===== config.mk =====
export PLATFORM = sky130hd
export DESIGN_NAME = estop_input_conditioner
export DESIGN_NICKNAME = d
export VERILOG_FILES = /design/src/rtl/esd_pkg.sv /design/src/rtl/esd_debounce.sv /design/src/rtl/estop_input_conditioner.sv
export SDC_FILE = /design/constraint.sdc
export NUM_CORES = 1
export LEC_CHECK = 0
export BUFFER_PORTS_ARGS = -buffer_cell sky130_fd_sc_hd__buf_2
export CAP_MARGIN = 15
export CELL_PAD_IN_SITES_DETAIL_PLACEMENT = 0
export CELL_PAD_IN_SITES_GLOBAL_PLACEMENT = 1
export CORE_AREA = 5 5 107 109
export CTS_BUF_LIST = sky130_fd_sc_hd__clkbuf_2
export DETAILED_ROUTE_END_ITERATION = 7
export DIE_AREA = 0 0 112 114
export PLACE_DENSITY = 0.79
export SLEW_MARGIN = 20
export SYNTH_ARGS = -nofsm -noshare
export SYNTH_HDL_FRONTEND = slang
export SYNTH_HIERARCHICAL = 1
export SYNTH_SLANG_ARGS = --single-unit

===== constraint.sdc =====
create_clock -name clk -period 2 [get_ports clk]
set_clock_uncertainty 0.2 [all_clocks]
set_input_delay 0.2 -clock clk [delete_from_list [all_inputs] [get_ports clk]]
set_output_delay 0.2 -clock clk [all_outputs]
set_load 0.05 [all_outputs]

===== src/rtl/esd_pkg.sv =====
// Shared E-STOP timing defaults and counter widths, used by the input
// conditioner and the downstream shutdown controller.
package esd_pkg;

    localparam int unsigned DEBOUNCE_CYCLES_DEFAULT    = 50000;
    localparam int unsigned DISCREPANCY_CYCLES_DEFAULT = 5000000;

    localparam int unsigned DEBOUNCE_CNT_W    = 20;
    localparam int unsigned DISCREPANCY_CNT_W = 24;

    typedef logic [DEBOUNCE_CNT_W-1:0]    debounce_cnt_t;
    typedef logic [DISCREPANCY_CNT_W-1:0] discrepancy_cnt_t;

    // Raw-level reset values: E-STOP inputs assume pressed, ACK assumes released
    localparam logic ESTOP_RESET_LEVEL = 1'b0;
    localparam logic ACK_RESET_LEVEL   = 1'b1;

endpackage


===== src/rtl/esd_debounce.sv =====
// Two-flop synchronizer followed by a counting debouncer for one raw input.
// level_next exposes the debounced value the next edge will load.
module esd_debounce
    import esd_pkg::*;
#(
    parameter int unsigned DEBOUNCE_CYCLES = DEBOUNCE_CYCLES_DEFAULT,
    parameter logic        RESET_LEVEL     = 1'b0
) (
    input  logic clk,
    input  logic rst_n,
    input  logic raw,
    output logic level,
    output logic level_next
);

    localparam debounce_cnt_t LIMIT = debounce_cnt_t'(DEBOUNCE_CYCLES - 1);

    logic          sync1;
    logic          sync2;
    debounce_cnt_t cnt;
    debounce_cnt_t cnt_next;

    always_ff @(posedge clk) begin
        if (!rst_n) begin
            sync1 <= RESET_LEVEL;
            sync2 <= RESET_LEVEL;
        end else begin
            sync1 <= raw;
            sync2 <= sync1;
        end
    end

    // Accept the new level once it has differed for DEBOUNCE_CYCLES consecutive samples
    always_comb begin
        level_next = level;
        cnt_next   = '0;
        if (sync2 != level) begin
            if (cnt == LIMIT) begin
                level_next = sync2;
            end else begin
                cnt_next = cnt + 1'b1;
            end
        end
    end

    always_ff @(posedge clk) begin
        if (!rst_n) begin
            level <= RESET_LEVEL;
            cnt   <= '0;
        end else begin
            level <= level_next;
            cnt   <= cnt_next;
        end
    end

endmodule


===== src/rtl/estop_input_conditioner.sv =====
// Dual-channel E-STOP and ACK input conditioning: synchronize, debounce,
// detect channel discrepancy and request a trip from the shutdown controller.
module estop_input_conditioner
    import esd_pkg::*;
#(
    parameter int unsigned DEBOUNCE_CYCLES    = DEBOUNCE_CYCLES_DEFAULT,
    parameter int unsigned DISCREPANCY_CYCLES = DISCREPANCY_CYCLES_DEFAULT
) (
    input  logic       clk,
    input  logic       rst_n,
    input  logic       estop_a_n,
    input  logic       estop_b_n,
    input  logic       ack_n,
    output logic       estop_active,
    output logic       discrepancy_fault,
    output logic       trip_req,
    output logic       ack_pulse,
    output logic [1:0] chan_state
);

    localparam discrepancy_cnt_t DISC_LIMIT = discrepancy_cnt_t'(DISCREPANCY_CYCLES);

    logic             a_level;
    logic             a_next;
    logic             b_level;
    logic             b_next;
    logic             ack_level;
    logic             ack_next;
    discrepancy_cnt_t disc_cnt;

    esd_debounce #(
        .DEBOUNCE_CYCLES (DEBOUNCE_CYCLES),
        .RESET_LEVEL     (ESTOP_RESET_LEVEL)
    ) u_deb_a (
        .clk        (clk),
        .rst_n      (rst_n),
        .raw        (estop_a_n),
        .level      (a_level),
        .level_next (a_next)
    );

    esd_debounce #(
        .DEBOUNCE_CYCLES (DEBOUNCE_CYCLES),
        .RESET_LEVEL     (ESTOP_RESET_LEVEL)
    ) u_deb_b (
        .clk        (clk),
        .rst_n      (rst_n),
        .raw        (estop_b_n),
        .level      (b_level),
        .level_next (b_next)
    );

    esd_debounce #(
        .DEBOUNCE_CYCLES (DEBOUNCE_CYCLES),
        .RESET_LEVEL     (ACK_RESET_LEVEL)
    ) u_deb_ack (
        .clk        (clk),
        .rst_n      (rst_n),
        .raw        (ack_n),
        .level      (ack_level),
        .level_next (ack_next)
    );

    assign chan_state = {~b_level, ~a_level};
    assign trip_req   = estop_active | discrepancy_fault;

    // estop_active and ack_pulse load from the debouncers' next values so they
    // change on the same edge as chan_state; a fault set outranks an ACK clear
    always_ff @(posedge clk) begin
        if (!rst_n) begin
            estop_active      <= 1'b1;
            ack_pulse         <= 1'b0;
            disc_cnt          <= '0;
            discrepancy_fault <= 1'b0;
        end else begin
            estop_active <= ~a_next | ~b_next;
            ack_pulse    <= ack_level & ~ack_next;

            if (chan_state[0] != chan_state[1]) begin
                if (disc_cnt < DISC_LIMIT) begin
                    disc_cnt <= disc_cnt + 1'b1;
                end
            end else begin
                disc_cnt <= '0;
            end

            if (disc_cnt >= DISC_LIMIT) begin
                discrepancy_fault <= 1'b1;
            end else if (ack_pulse && chan_state == 2'b00) begin
                discrepancy_fault <= 1'b0;
            end
        end
    end

endmodule


-- After elaboration in Yosys (flattened, before gate mapping)
Cells that the tools add are included.
- bits of input ports: 5
- flip-flop bits (word level): 96
- output and inout bits: 6
- logic and storage cells: 56
- order comparisons: 2
- eq/ne operators: 7
- muxes and demuxes: 8
- bitwise gates (word level): 12
- reduce and logical (&&, ||, !) cells: 7
- add/subtract/negate cells: 4
- operator list (operator ; number):
    20-bit by 1-bit adder with 20-bit output (second input constant) ; 3
    20-bit by 16-bit == test with 1-bit output (second input constant) ; 3
    24-bit by 1-bit adder with 24-bit output (second input constant) ; 1
    24-bit by 23-bit greater-or-equal comparator with 1-bit output (second input constant) ; 1
    24-bit by 23-bit < comparator with 1-bit output (second input constant) ; 1
    1-bit NOT ; 9
    3-bit OR reduction ; 3
    1-bit two-way mux ; 8
    1-bit inequality test ; 4
    2-bit zero test ; 1
    1-bit bitwise OR ; 2
    2-bit AND reduction ; 1
    2-bit nonzero test ; 1
    1-bit bitwise AND ; 1
    1-bit logical AND ; 1

-- Longest topological paths before layout
Gate-level depths: netlist of the first run.
- depth after elaboration: 5
- gate-level depth with buffers: 7

-- Modules after synthesis
The synthesis of the first run kept the hierarchy.
- by module, submodules not included (module ; area an instance (um^2) ; seq. area each (um^2) ; instances ; cells each):
    esd_debounce (u_deb_a ...) ; 1028.5 ; 460.4 ; 2 ; 117
    estop_input_conditioner ; 1485.2 ; 540.5 ; 1 ; 175
    esd_debounce (u_deb_ack) ; 1012.2 ; 460.4 ; 1 ; 113

-- Least setup slack after synthesis of the first run
OpenSTA, ideal clock, no wires.
- path kind: register to register
- from: register disc_cnt[16]
- to: register disc_cnt[22]
- clock period less this slack: 2011 ps
- buffers on the path: 1
- data required time: 1685 ps
- arrival time: 1697 ps
- stages on the path, launching flop included: 7
- setup slack: -11 ps
- cells stage by stage: dfxtp_1 -> or2_4 -> or4b_4 -> a21oi_4 -> buf_4 -> nor4_1 -> o21a_1
- word-level cells in the longest chain between the ends: 1
- RTL lines (what ; line ; source):
    from (decl) ; estop_input_conditioner.sv:29 ; discrepancy_cnt_t disc_cnt;
    from (signal assigned) ; estop_input_conditioner.sv:81 ; disc_cnt <= disc_cnt + 1'b1;
    24-bit by 1-bit adder with 24-bit output or 24-bit by 23-bit < comparator with 1-bit output (tied branches) ; estop_input_conditioner.sv:81, estop_input_conditioner.sv:80 ;
Parallel ways exist; a longest one is shown, timed or not.
A chain may end at the register's enable or synchronous reset.

-- Final worst setup path of the first run
- from: register disc_cnt[20]
- to: register disc_cnt[6]
- word-level cells in the longest chain between the ends: 1
- RTL lines (what ; line ; source):
    24-bit by 23-bit < comparator with 1-bit output ; estop_input_conditioner.sv:80 ; if (disc_cnt < DISC_LIMIT) begin
Every way passes these cells.

==> results of run 1 <==
-- layout make-up --
| cell class | count | share of cell area (%) |
|---|---|---|
| Tap cell | 140 | 3.04 |
| Multi-Input combinational cell | 392 | 45.3 |
| Inverter | 22 | 1.43 |
| Sequential cell | 96 | 33.7 |
| Clock inverter | 4 | 0.391 |
| Antenna cell | 1 | 0.0434 |
| Timing Repair Buffer | 108 | 15.2 |
| Clock buffer | 11 | 0.955 |
-- kinds of logic after synthesis --
logic type               count (synthesis)  synth area share (%)
XOR/XNOR                                52                  10.0
AO/OA/AOI/OAI                           71                  10.7
flip-flops                              96                  42.2
buffers and inverters                   34                  3.76
adder cells (fa/ha/maj)                  6                  1.65
AND/OR/NAND/NOR                        261                  31.3
multiplexers                             2                 0.440
-- registers in the layout (all words and copies together) (netlist names), 20 cells and up --
| name | flops |
|---|---|
| u_deb_b/cnt | 20 |
| disc_cnt | 24 |
| u_deb_a/cnt | 20 |
| u_deb_ack/cnt | 20 |
-- timing repair --
| item | CTS | global route |
|---|---|---|
| pin swaps | 10 | 12 |
| setup endpoints to repair | 15 | 71 |
| resized for setup | 6 | 47 |
| setup buffers | 6 | 2 |
| hold endpoints to repair | 38 | 8 |
| hold buffers | 12 | 1 |
| cloned | 0 | 2 |
-- stage by stage --
step	total power [mW]	hold WS, ns
global placement	2.00	0.181
finish	2.76	0.317
detailed placement	2.00	0.201
floorplan	1.98	0.0730
global route	2.91	0.281
CTS	2.80	-0.299
-- cell usage after synthesis (3+ instances only) --
cell type and count:
o21a_1 3, nand4_1 25, a21oi_1 21, o21ai_0 17, o31ai_1 7, o21ai_1 5
and3_1 4, and2_1 9, nor3_1 16, nand3_1 29, nor2_1 74, inv_1 22
or2_2 3, or3_1 22, clkbuf_1 4, nand2_1 28, nand2b_1 3, or4_1 11
xnor2_1 41, dfxtp_1 96, xor2_1 11, buf_6 5, nor4_1 15, ha_1 6
-- metal layers --
metal	track usage [%]	up-vias	part of all wire, %
li1	-	2071	-
met1	21.1	1921	46
met2	27.3	65	49
met3	2.65	12	3.1
met4	8.01	0	1.4
met5	0	-	0
-- worst paths after layout --
check | startpoint | slack [ns] | end
max | disc_cnt[20] | -0.06 | disc_cnt[6]
min | rst_n | 0.32 | estop_active
max reg2reg | disc_cnt[20] | -0.06 | disc_cnt[6]
min reg2reg | u_deb_ack/cnt[19] | 0.32 | u_deb_ack/cnt[19]
-- critical path: stages, from the launching register on --
cell and delay (ns):
dfxtp_2 0.37, or2_4 0.26, a221o_2 0.40, or3_4 0.34, or3_4 0.34, a21oi_2 0.11
-- power groups by stage --
| stage | combinational, mW | clock (mW) | sequential [mW] |
|---|---|---|---|
| floorplan | 0.0197 | 0 | 1.97 |
| global placement | 0.0378 | 0 | 1.97 |
| detailed placement | 0.0391 | 0 | 1.97 |
| CTS | 0.0526 | 0.818 | 1.93 |
| global route | 0.0635 | 0.910 | 1.93 |
| finish | 0.0572 | 0.778 | 1.93 |
-- cell usage in the layout (no fill, tap or decap), types with 4 or more instances in the layout --
cell type / instances
a21oi_2: 4
and2_1: 9
and3_1: 4
a21oi_1: 18
o21ai_0: 15
nor4_1: 15
xnor2_1: 41
buf_12: 5
or4_1: 6
buf_2: 12
xor2_1: 11
o31ai_1: 7
clkbuf_2: 11
buf_4: 78
o21ai_1: 5
nand3_1: 25
nand4_1: 25
or4_4: 7
nor3_1: 16
dfxtp_1: 80
nor2_1: 71
nand2_1: 26
or3_1: 15
dlygate4sd3_1: 13
or3_4: 9
inv_1: 22
ha_1: 5
dfxtp_2: 16
nand3_2: 5
==> impl_metrics.json, run 1 <==
{
  "first_pass_iters": 4,
  "yosysUniqueCellTypes": 55,
  "setup_viol_count_final": 17,
  "power_report.internal_total_mw": 2.12,
  "clkLatencyLatePin_ns": 0.55,
  "p_comb_share_pct": 2.1,
  "crit_arrival_ns": 2.38,
  "worst_setup_path_start_kind": "flop",
  "place_ws_ns": -0.0421,
  "area_delta_synth_final_pct": 26.6,
  "cts_max_level": 3,
  "io_pins": 11,
  "multiInputGateArea_um2": 2610,
  "yosysSeqAreaShare_pct": 42.2,
  "tns_ns": -0.458,
  "min_period_over_period_pct": 103,
  "grt_max_degree": 24,
  "max-cap-violations": 0,
  "io_buffers": 10,
  "grt_pass1_wl_mm": 17.5,
  "synth_edf_count": 0,
  "wl_mm": 10.2,
  "cts_buffers": 9,
  "start_util_pct": 43.3,
  "num_vias": 4069,
  "reg2reg_depth": 5,
  "clock-root-buffer": "clkbuf_2",
  "power.net_switching_uw": 646,
  "layout-drive-gt1-share_pct": 28.6,
  "die-area_um2": 12800,
  "clockBufferDepth": 2,
  "switching_share_pct": 23.4,
  "wl_per_cell_um": 13.1,
  "synth_nets": 533,
  "fin_area_um2": 5770,
  "hold_path_class": "in -> reg",
  "clkPwrFrac_pct": 28.1,
  "grt_overflow": 0,
  "fillCellCount": 996,
  "grt_pass1_vias": 3910,
  "drt_iter0_drc": 126,
  "route.detailed.drc": 0,
  "peakVddDrop_v": 0.000408,
  "dieWidth_um": 112,
  "cts_sinks": 96,
  "post_synth.cell_area_avg_um2": 8.72,
  "clk_pin_slew_ns": 0.24,
  "die_h_um": 114,
  "critical_path_class": "reg -> reg",
  "yosys-top-cells-area": "dfxtp_1, xnor2_1, nor2_1, nand4_1, nand3_1",
  "synth_warnings": 6,
  "holdPathStages": 3,
  "fin_crit_ns": 2.06,
  "rsz0062_at_grt": "true",
  "power_frac_seq_pct": 69.8,
  "syn_inst": 522,
  "track_usage_pct": 16.5,
  "end_kind": "flop",
  "tightest_slew_ns": 0.477,
  "antenna_found_initial": 1,
  "synth-seq-cells": 96,
  "max_slew_margin_pct": 68.0,
  "synth_top_cell_by_area": "dfxtp_1",
  "core_um2": 10500,
  "synth_top_area_share_pct": 42.2,
  "synthArstFlopShare_pct": 0,
  "cellPowerDensity_nw_per_um2": 479,
  "place_area_um2": 5330,
  "place_congestion": 0.837,
  "required_ns": 2.32,
  "hold_violations": 0,
  "ff_latch_area_um2": 1940,
  "slew_violations": 0,
  "synthFlopType": "dfxtp_1",
  "critPathMaxFanout": 4,
  "num_rows": 38,
  "fin_util_pct": 54.9,
  "cts_tree": "yes",
  "outcome": "finished, violations left",
  "fin_nets": 640,
  "p_leak_nw": 1.94,
  "dp_hpwl_mm": 7.14,
  "setup_slack_ns": -0.0629,
  "placed_cells": 735,
  "syn_area_um2": 4550,
  "viasPerCell": 5.26,
  "antenna_left": 0,
  "violations": "setup timing",
  "final_cells": 774,
  "fmax_mhz": 485
}
Power figures use the tool's default switching activity.
==> run 2, diff against run 1 <==
- REMOVE_ABC_BUFFERS: default -> 1
==> impl_metrics.json, run 2 (synthesized netlist as in run 1, its figures left out) <==
{
  "tightest_slew_ns": 0.381,
  "grt_overflow": 0,
  "max_slew_margin_pct": 74.4,
  "peakVddDrop_v": 0.000366,
  "final_common_cell": "dfxtp_1",
  "path_cells": "or4_4 > or3_1 > or3_4 > nand2_1 > nand3_1",
  "hold_violations": 0,
  "area_delta_synth_final_pct": 27.0,
  "layout-drive-gt1-share_pct": 26.1,
  "clk_pin_slew_ns": 0.25,
  "holdWs_ns": 0.240,
  "slew_violations": 0,
  "clkPwrFrac_pct": 41.7,
  "max-cap-violations": 0,
  "place_ws_ns": -0.0470,
  "clock-root-buffer": "clkbuf_2",
  "worst_setup_path_start_kind": "flop",
  "switching_share_pct": 19.6,
  "hold_path_class": "reg -> reg",
  "cts_sinks": 96,
  "largest_reg_flops": 24,
  "wl_per_cell_um": 13.3,
  "num_vias": 4021,
  "power_frac_seq_pct": 56.7,
  "cp_slowest_stage_delay_ns": 0.53,
  "grt_pass1_wl_mm": 17.7,
  "placed_cells": 735,
  "setup_viol_count_final": 9,
  "drt_iter0_drc": 141,
  "clockBufferDepth": 2,
  "violations": "setup timing",
  "power.net_switching_uw": 667,
  "io_pins": 11,
  "total_power_mw": 3.40,
  "outcome": "finished, violations left",
  "viasPerCell": 5.22,
  "core_um2": 10500,
  "rsz0062_at_grt": "true",
  "p_comb_share_pct": 1.6,
  "grt_pass1_vias": 4000,
  "start_util_pct": 43.3,
  "fin_nets": 637,
  "grt_max_degree": 21,
  "crit_buf_inv": 0,
  "cts_tree": "yes",
  "antenna_cells": 0,
  "crit_arrival_ns": 2.32,
  "clkLatencyLatePin_ns": 0.55,
  "place_congestion": 0.829,
  "power_report.internal_total_mw": 2.74,
  "p_leak_nw": 1.97,
  "cts_buffers": 9,
  "cts_max_level": 3,
  "end_kind": "flop",
  "crit_family": "simple AND/OR/NAND/NOR gates",
  "critPathMaxFanout": 2,
  "io_buffers": 10,
  "final_cell_mix": "dfxtp_1, buf_4, nor2_1",
  "wl_mm": 10.3,
  "setup_slack_ns": -0.0527,
  "antenna_found_initial": 0,
  "dieWidth_um": 112,
  "critical_path_class": "reg -> reg",
  "regMostFlops": "disc_cnt",
  "final_cells": 771,
  "timing.critical_path.slowest_stage_cell": "or4_4",
  "num_rows": 38,
  "antenna_left": 0,
  "min_period_over_period_pct": 103,
  "first_pass_iters": 4,
  "die_h_um": 114,
  "fin_crit_ns": 2.05,
  "required_ns": 2.27,
  "dp_hpwl_mm": 7.29,
  "route.detailed.drc": 0,
  "track_usage_pct": 16.5,
  "die-area_um2": 12800,
  "cellPowerDensity_nw_per_um2": 588,
  "fmax_mhz": 487
}
## run 2: metal layers
layer / global-route usage (%) / routed length [um] / share of wire (%) / vias to the layer above
li1: - / - / - / 2075
met1: 21.1 / 4960 / 48 / 1895
met2: 28.2 / 4960 / 48 / 37
met3: 2.39 / 209 / 2.0 / 14
met4: 6.49 / 146 / 1.4 / 0
met5: 0 / 0 / 0 / -
## run 2: path summary, 6_finish.rpt
path / from / end / slack (ns) / cells past startpoint
worst min register to register: u_deb_ack/sync1 / u_deb_ack/sync2 / 0.24 / 1
worst min-delay path: u_deb_ack/sync1 / u_deb_ack/sync2 / 0.24 / 1
worst max register to register: u_deb_b/cnt[13] / estop_active / -0.05 / 5
worst max-delay path: u_deb_b/cnt[13] / estop_active / -0.05 / 5
## run 2: cell type report
cell class	count	area, um^2
clock buffer	9	45.0
clock inverter	7	158
fill	964	4720
inverter	22	82.6
multi-input combinational	392	2540
sequential	96	1940
tap	140	175
timing repair buffer	105	842
## run 2: what timing repair did
action | in CTS | in global routing
endpoints found under the hold margin | 23 | 7
pin swaps | 7 | 8
resized for setup | 16 | 27
endpoints found under the setup margin | 20 | 78
hold buffers | 11 | 1
buffers inserted | 6 | 2
## run 2: power by group through the flow
stage,logic [mW],registers (mW),clock network (mW)
final,0.0553,1.93,1.42
after CTS,0.0531,1.93,1.47
after global placement,0.0390,1.97,0
after global routing,0.0607,1.93,1.53
after detailed placement,0.0400,1.97,0
after floorplan,0.0168,1.97,0
## run 2: through the flow
stage                     utilization (%)  setup TNS, ns  area [um^2]
after floorplan                         -          -6.74         4470
after global placement               50.4        -0.0220         5290
after detailed placement             50.4         -0.134         5290
after CTS                            54.1         -0.224         5690
after global routing                 55.1          -1.53         5790
final                                55.1         -0.201         5790
